File: src/rtl/window_serializer_pkg.sv
// Types and default constants shared by the window serializer and its neighbours.
package window_serializer_pkg;

    typedef enum logic {
        StIdle  = 1'b0,
        StShift = 1'b1
    } state_e;

    localparam int unsigned DefaultSize      = 3;
    localparam int unsigned DefaultDataWidth = 32;

endpackage

File: src/rtl/window_serializer.sv
// Captures a SIZE-word parallel vector and emits it serially, highest word first,
// with a valid/ready handshake on both sides and gap-free back-to-back loads.
module window_serializer
    import window_serializer_pkg::*;
#(
    parameter int unsigned SIZE       = DefaultSize,
    parameter int unsigned DATA_WIDTH = DefaultDataWidth
) (
    input  logic                       clock,
    input  logic                       reset,
    input  logic [SIZE*DATA_WIDTH-1:0] data_in,
    input  logic                       load_valid,
    output logic                       load_ready,
    output logic [DATA_WIDTH-1:0]      shift_out,
    output logic                       out_valid,
    input  logic                       out_ready,
    output logic                       last
);

    localparam int unsigned     CntW    = (SIZE > 1) ? $clog2(SIZE) : 1;
    localparam logic [CntW-1:0] LastIdx = CntW'(SIZE - 1);

    state_e                  state_q, state_d;
    logic [CntW-1:0]         cnt_q, cnt_d;
    logic [DATA_WIDTH-1:0]   buf_q [SIZE];
    logic [DATA_WIDTH-1:0]   buf_d [SIZE];
    logic                    load_acc;
    logic                    xfer;

    always_comb begin
        out_valid  = (state_q == StShift);
        last       = out_valid && (cnt_q == '0);
        // Ready on the final transfer lets the next vector follow with no bubble.
        load_ready = !out_valid || (last && out_ready);
        load_acc   = load_valid && load_ready;
        xfer       = out_valid && out_ready;
        shift_out  = '0;
        for (int unsigned k = 0; k < SIZE; k++) begin
            if (cnt_q == CntW'(k)) begin
                shift_out = buf_q[k];
            end
        end
    end

    always_comb begin
        state_d = state_q;
        cnt_d   = cnt_q;
        buf_d   = buf_q;
        if (xfer) begin
            if (last) begin
                state_d = StIdle;
            end else begin
                cnt_d = cnt_q - 1'b1;
            end
        end
        if (load_acc) begin
            state_d = StShift;
            cnt_d   = LastIdx;
            for (int unsigned k = 0; k < SIZE; k++) begin
                buf_d[k] = data_in[k*DATA_WIDTH +: DATA_WIDTH];
            end
        end
    end

    always_ff @(posedge clock or posedge reset) begin
        if (reset) begin
            state_q <= StIdle;
            cnt_q   <= '0;
            for (int unsigned k = 0; k < SIZE; k++) begin
                buf_q[k] <= '0;
            end
        end else begin
            state_q <= state_d;
            cnt_q   <= cnt_d;
            buf_q   <= buf_d;
        end
    end

endmodule

File: config.mk
export PLATFORM = sky130hd
export DESIGN_NAME = window_serializer
export DESIGN_NICKNAME = d
export VERILOG_FILES = /design/src/rtl/window_serializer_pkg.sv /design/src/rtl/window_serializer.sv
export SDC_FILE = /design/constraint.sdc
export NUM_CORES = 1
export LEC_CHECK = 0
export ABC_AREA = 1
export BUFFER_PORTS_ARGS = -buffer_cell sky130_fd_sc_hd__buf_2
export CORE_AREA = 10 10 120 122
export CTS_BUF_LIST = sky130_fd_sc_hd__clkbuf_4 sky130_fd_sc_hd__clkbuf_8
export DETAILED_ROUTE_END_ITERATION = 10
export DIE_AREA = 0 0 130 132
export RECOVER_POWER = 50
export REMOVE_ABC_BUFFERS = 1
export SKIP_LAST_GASP = 1
export SLEW_MARGIN = 20
export SYNTH_ARGS = -nofsm -noshare
export SYNTH_HDL_FRONTEND = slang
export SYNTH_SLANG_ARGS = --single-unit
File: constraint.sdc
create_clock -name clock -period 4.3 [get_ports clock]
set_input_delay 0.645 -clock clock [delete_from_list [all_inputs] [get_ports clock]]
set_output_delay 0.645 -clock clock [all_outputs]
set_load 0.02 [all_outputs]
-- Word level (Yosys, flattened, before mapping)
Index checks and enable logic that the tools add are counted.
- flip-flop bits (word level): 99
- output and inout port bits: 35
- word-level logic and storage cells: 29
- add/subtract/negate cells: 1
- eq/ne operators: 3
- muxes and demuxes: 9
- reductions and logical operators: 11
- operators by type and width (operator ; number):
    $mux 32 ; 3
    $mux 2 ; 3
    $logic_and 1x1->1 ; 4
    $reduce_and 2->1 ; 2
    $reduce_bool 2->1 ; 2
    $mux 1 ; 3
    $eq 2x1->1 const B ; 1
    $eq 2x2->1 const B ; 1
    $logic_not 2->1 ; 1
    $ne 2x2->1 const B ; 1
    $sub 2x1->2 const B ; 1
    $logic_not 1->1 ; 1
    $logic_or 1x1->1 ; 1

-- Depth between registers and ports, before layout
- depth in word-level cells: 7
- gate-level depth with buffers: 10
- mapped depth without buffers: 8

-- Worst setup path after synthesis
Ideal clock, no wire load.
- path type: flip-flop to output port
- start: register cnt_q[0]
- end: output shift_out[0]
- arrival time: 1527 ps
- slack: 2128 ps
- stages on the path, launching flop included: 8
- cell sequence: dfrtp_1 > inv_1 > ha_1 > clkbuf_1 > inv_1 > clkbuf_1 > nor2_1 > a21oi_1
- word-level cells in the longest chain between the ends: 4
- ends and longest elaborated chain (what ; line ; source):
    start: declaration ; window_serializer.sv:24 ; logic [CntW-1:0] cnt_q, cnt_d;
    start signal: assignment ; window_serializer.sv:74 ; cnt_q <= cnt_d;
    $logic_not 2->1 ; window_serializer.sv:39 ; if (cnt_q == CntW'(k)) begin
    $mux 32 (2 in a row) ; window_serializer.sv:39 ;
    $mux 32 * ; window_serializer.sv:39 ;
    end: declaration ; window_serializer.sv:14 ; output logic [DATA_WIDTH-1:0] shift_out,
Every way passes the cells marked *; elsewhere a longest branch is shown, timed or not.

-- Worst setup path in the final report
- start: register cnt_q[0]
- end: output shift_out[16]
Same word-level chain as after synthesis.

==> out/qor.log <==
[run_status] run status finished, violations left
[run_status] failing checks capacitance limit, slew limit
[die] width of the chip 130 microns
[power_and_ir_drop] IR Drop Worst-Case VDD 394 uV
[critical_path] reg2reg path depth 8
[critical_path] Crit. Startpoint cnt_q[0]
[critical_path] category of the most critical setup path reg2out
[worst_hold_path] worst min-delay path category reg2reg
[placed_design] dpl hpwl 8840 microns
[yosys] Mapped Avg Cell Area 7.91 sq um
[sta] ratio of final minimum period to clock period 72.8%
[yosys] register bit total from synthesis 99
[critical_path] Worst path max stage delay 820 ps
[critical_path] crit path max fanout 32
[sta] number of hold violations in the final report 0
[power_and_ir_drop] switching power as a share of total power 45.8%
[clocking] clock tree from TritonCTS done
[placed_design] last weighted congestion value of the routability-driven placer 0.766
[global_routing] wire length of the first global-routing pass 23300 microns
[global_routing] number of global-route vias before repair 4646
[sta] slack of the critical path 1170 ps
[critical_path] Worst setup EP type primary output
[global_routing] GRT Residual Overflow 0
[cells_and_area] fraction of final layout cells sized beyond drive strength 1 21.4%
[yosys] asr flop ratio synth 100%
[clocking] clk_lat worst skew 380 ps
[critical_path] RR Startpoint cnt_q[0]
[global_routing] pin count of the biggest net entering global routing 98
[power_and_ir_drop] net switching power 1.89 mW
[critical_path] Critical Path Start Type flop
[power_and_ir_drop] portion of total power attributed to sequential cells 38.3%
[critical_path] slowest cell on the critical path inv_1
[sta] final-layout setup total negative slack 0 ps
[detailed_routing] aggregate routed wire length 14000 microns
[critical_path] required arrival time at the worst endpoint 3650 ps
[cells_and_area] antenna diode count 0
[cells_and_area] Sequential cell area 2480 sq um
[critical_path] list of cells traversed by the critical path ha_2, inv_1, nand3_1, a21oi_1, clkbuf_1
[yosys] most area-consuming cells after synthesis dfrtp_1, nand2_1, nand3_1
[yosys] number of warnings printed during yosys synthesis 0
[sta] final setup fails 0
[clocking] CTS Buf Count 9
[critical_path] Reg2Reg Setup Slack 1240 ps
[cells_and_area] synthesis-to-layout area growth 17.8%
[yosys] most used flip-flop cell after synthesis dfrtp_1
[sta] unrepaired setup endpoints after global routing false
[yosys] number of enable flip-flop cells after synthesis 0
[critical_path] CP endpoint shift_out[16]
[clocking] H-Tree Level Count 3
[yosys] leading post-synthesis cells by instance count nand2_1, nand3_1, dfrtp_1
[detailed_routing] number of nets with antenna violations after detailed routing 0
[clocking] number of sinks on the clock net 99
[sta] min cycle time layout 3130 ps
[cells_and_area] area of combinational cells with multiple inputs 1920 sq um
[sta] max-slew violation count 172
[die] Die Height 132 microns
[sta] transition time of the tightest slew-check pin 2770 ps
[cells_and_area] Nets 799
[yosys] sequential-to-total area share from yosys stat 52.8%
[clocking] clock tree buffer depth 2
[clocking] post-cts hold buffer count 0
[yosys] post-synthesis instance total 593
[power_and_ir_drop] internal power summed over all cells 2.24 mW
[cells_and_area] fillers 1211
[power_and_ir_drop] Static Leakage 2.99 nW
[detailed_routing] router iterations before antenna repair 5
[die] Die Outline Area 17200 sq um
[power_and_ir_drop] Clock power frac 14.8%
[die] core region area 11900 sq um
[yosys] Post-Syn Area 4690 sq um
[clocking] post-CTS resize count 0
[detailed_routing] initial DRC count 328
[critical_path] arrival time worst endpoint 2490 ps
[sta] post-route clock skew 9.42 ps
[placed_design] port bufs 134
[yosys] area leader, netlist dfrtp_1
[yosys] most repeated cell in the gate-level netlist after synthesis nand2_1
[flow_run] max cap viols 2
[power_and_ir_drop] combinational share of power 46.8%
[yosys] unique cell type count in the Yosys netlist 14
[detailed_routing] routed vias 4376
[detailed_routing] number of vias per cell 5.16
[sta] Relative slew margins -85.2%
[detailed_routing] post-route DRC violation count 0
[placed_design] worst slack at placement 1280 ps
[clocking] number of buffers added for setup after CTS 0
[global_routing] antenna violations before repair 0
[die] count of pins on the block boundary 135
[detailed_routing] routed length per instance 16.5 microns
[power_and_ir_drop] total power divided by cell area 746 nW/um^2
[clocking] CTS clock-pin slew for the worst setup and hold paths 90 ps
[critical_path] worst r2r dst buf_q[86]
[die] number of rows created at floorplan 40
[yosys] area share of the largest cell type after synthesis 52.8%
[sta] fmax 319 MHz
[die] starting density of the core 39.4%
[global_routing] Total Routing Usage GR 16.8%
[clocking] clock root cell clkbuf_8
-- state kept, by name, summed over array words and instances, names as in the netlist --
signal	cells
cnt_q	2
out_valid	1
buf_q	96
-- layer usage --
metal	wire [microns]	GRT usage [%]	part of all wire, %
met5	0	0	0
met4	220	5.75	1.6
met3	1130	5.19	8.1
met2	6510	26.3	47
met1	6120	21.1	44
-- power by group through the flow --
| stage | Combinational, mW | Clock, mW | Sequential [mW] |
|---|---|---|---|
| floorplan | 1.30 | 0 | 1.54 |
| global placement | 1.93 | 0 | 1.57 |
| detailed placement | 1.98 | 0 | 1.59 |
| CTS | 1.99 | 0.626 | 1.58 |
| global route | 2.20 | 0.672 | 1.63 |
| finish | 1.93 | 0.611 | 1.58 |
-- kinds of logic after synthesis --
family | share of synthesized area (%)
fa+ha+maj | 0.800
flops | 52.8
buf+inv | 6.45
simple gates | 33.0
compound gates | 6.93
-- layout by cell type, fill, tap and decap left out, drive strengths merged --
| master | n |
|---|---|
| bufinv | 1 |
| nand3 | 130 |
| a21oi | 65 |
| buf | 126 |
| nor2 | 33 |
| clkbuf | 26 |
| clkinvlp | 1 |
| inv | 11 |
| nand2 | 203 |
| dfrtp | 99 |
| clkinv | 3 |
| ha | 3 |
-- metrics by stage --
step	cell area, sq um	utilization (%)	cells	hold slack (ps)	total power [mW]
2_1_floorplan	4430	-	544	442	2.84
3_3_place_gp	5360	45.0	832	454	3.51
3_5_place_dp	5360	45.0	832	460	3.58
4_1_cts	5550	46.6	848	476	4.19
5_1_grt	5530	46.4	848	485	4.51
6_report	5530	46.4	848	477	4.12
-- worst min path at each step --
stage | slack [ps] | cells past startpoint | end | startpoint
floorplan | 440 | 2 | buf_q[63] | buf_q[63]
global placement | 450 | 2 | buf_q[62] | buf_q[62]
detailed placement | 460 | 2 | buf_q[55] | buf_q[55]
CTS | 480 | 3 | buf_q[13] | data_in[77]
global route | 490 | 3 | buf_q[45] | data_in[45]
finish | 480 | 2 | buf_q[55] | buf_q[55]
-- critical path, delay by kind of cell (launching register included) --
family | cells | cell delay (ps)
buffers and inverters | 2 | 1080
flip-flops | 1 | 410
AO/OA/AOI/OAI | 1 | 230
adder cells (fa/ha/maj) | 1 | 200
AND/OR/NAND/NOR | 1 | 190
-- layout make-up --
| cell class | instances | area share, % |
|---|---|---|
| sequential | 99 | 44.8 |
| multi-input combinational | 434 | 34.8 |
| timing repair buffer | 141 | 12.7 |
| tap | 147 | 3.33 |
| clock buffer | 11 | 2.63 |
| clock inverter | 5 | 0.951 |
| inverter | 11 | 0.747 |
Power figures use the tool's default switching activity.
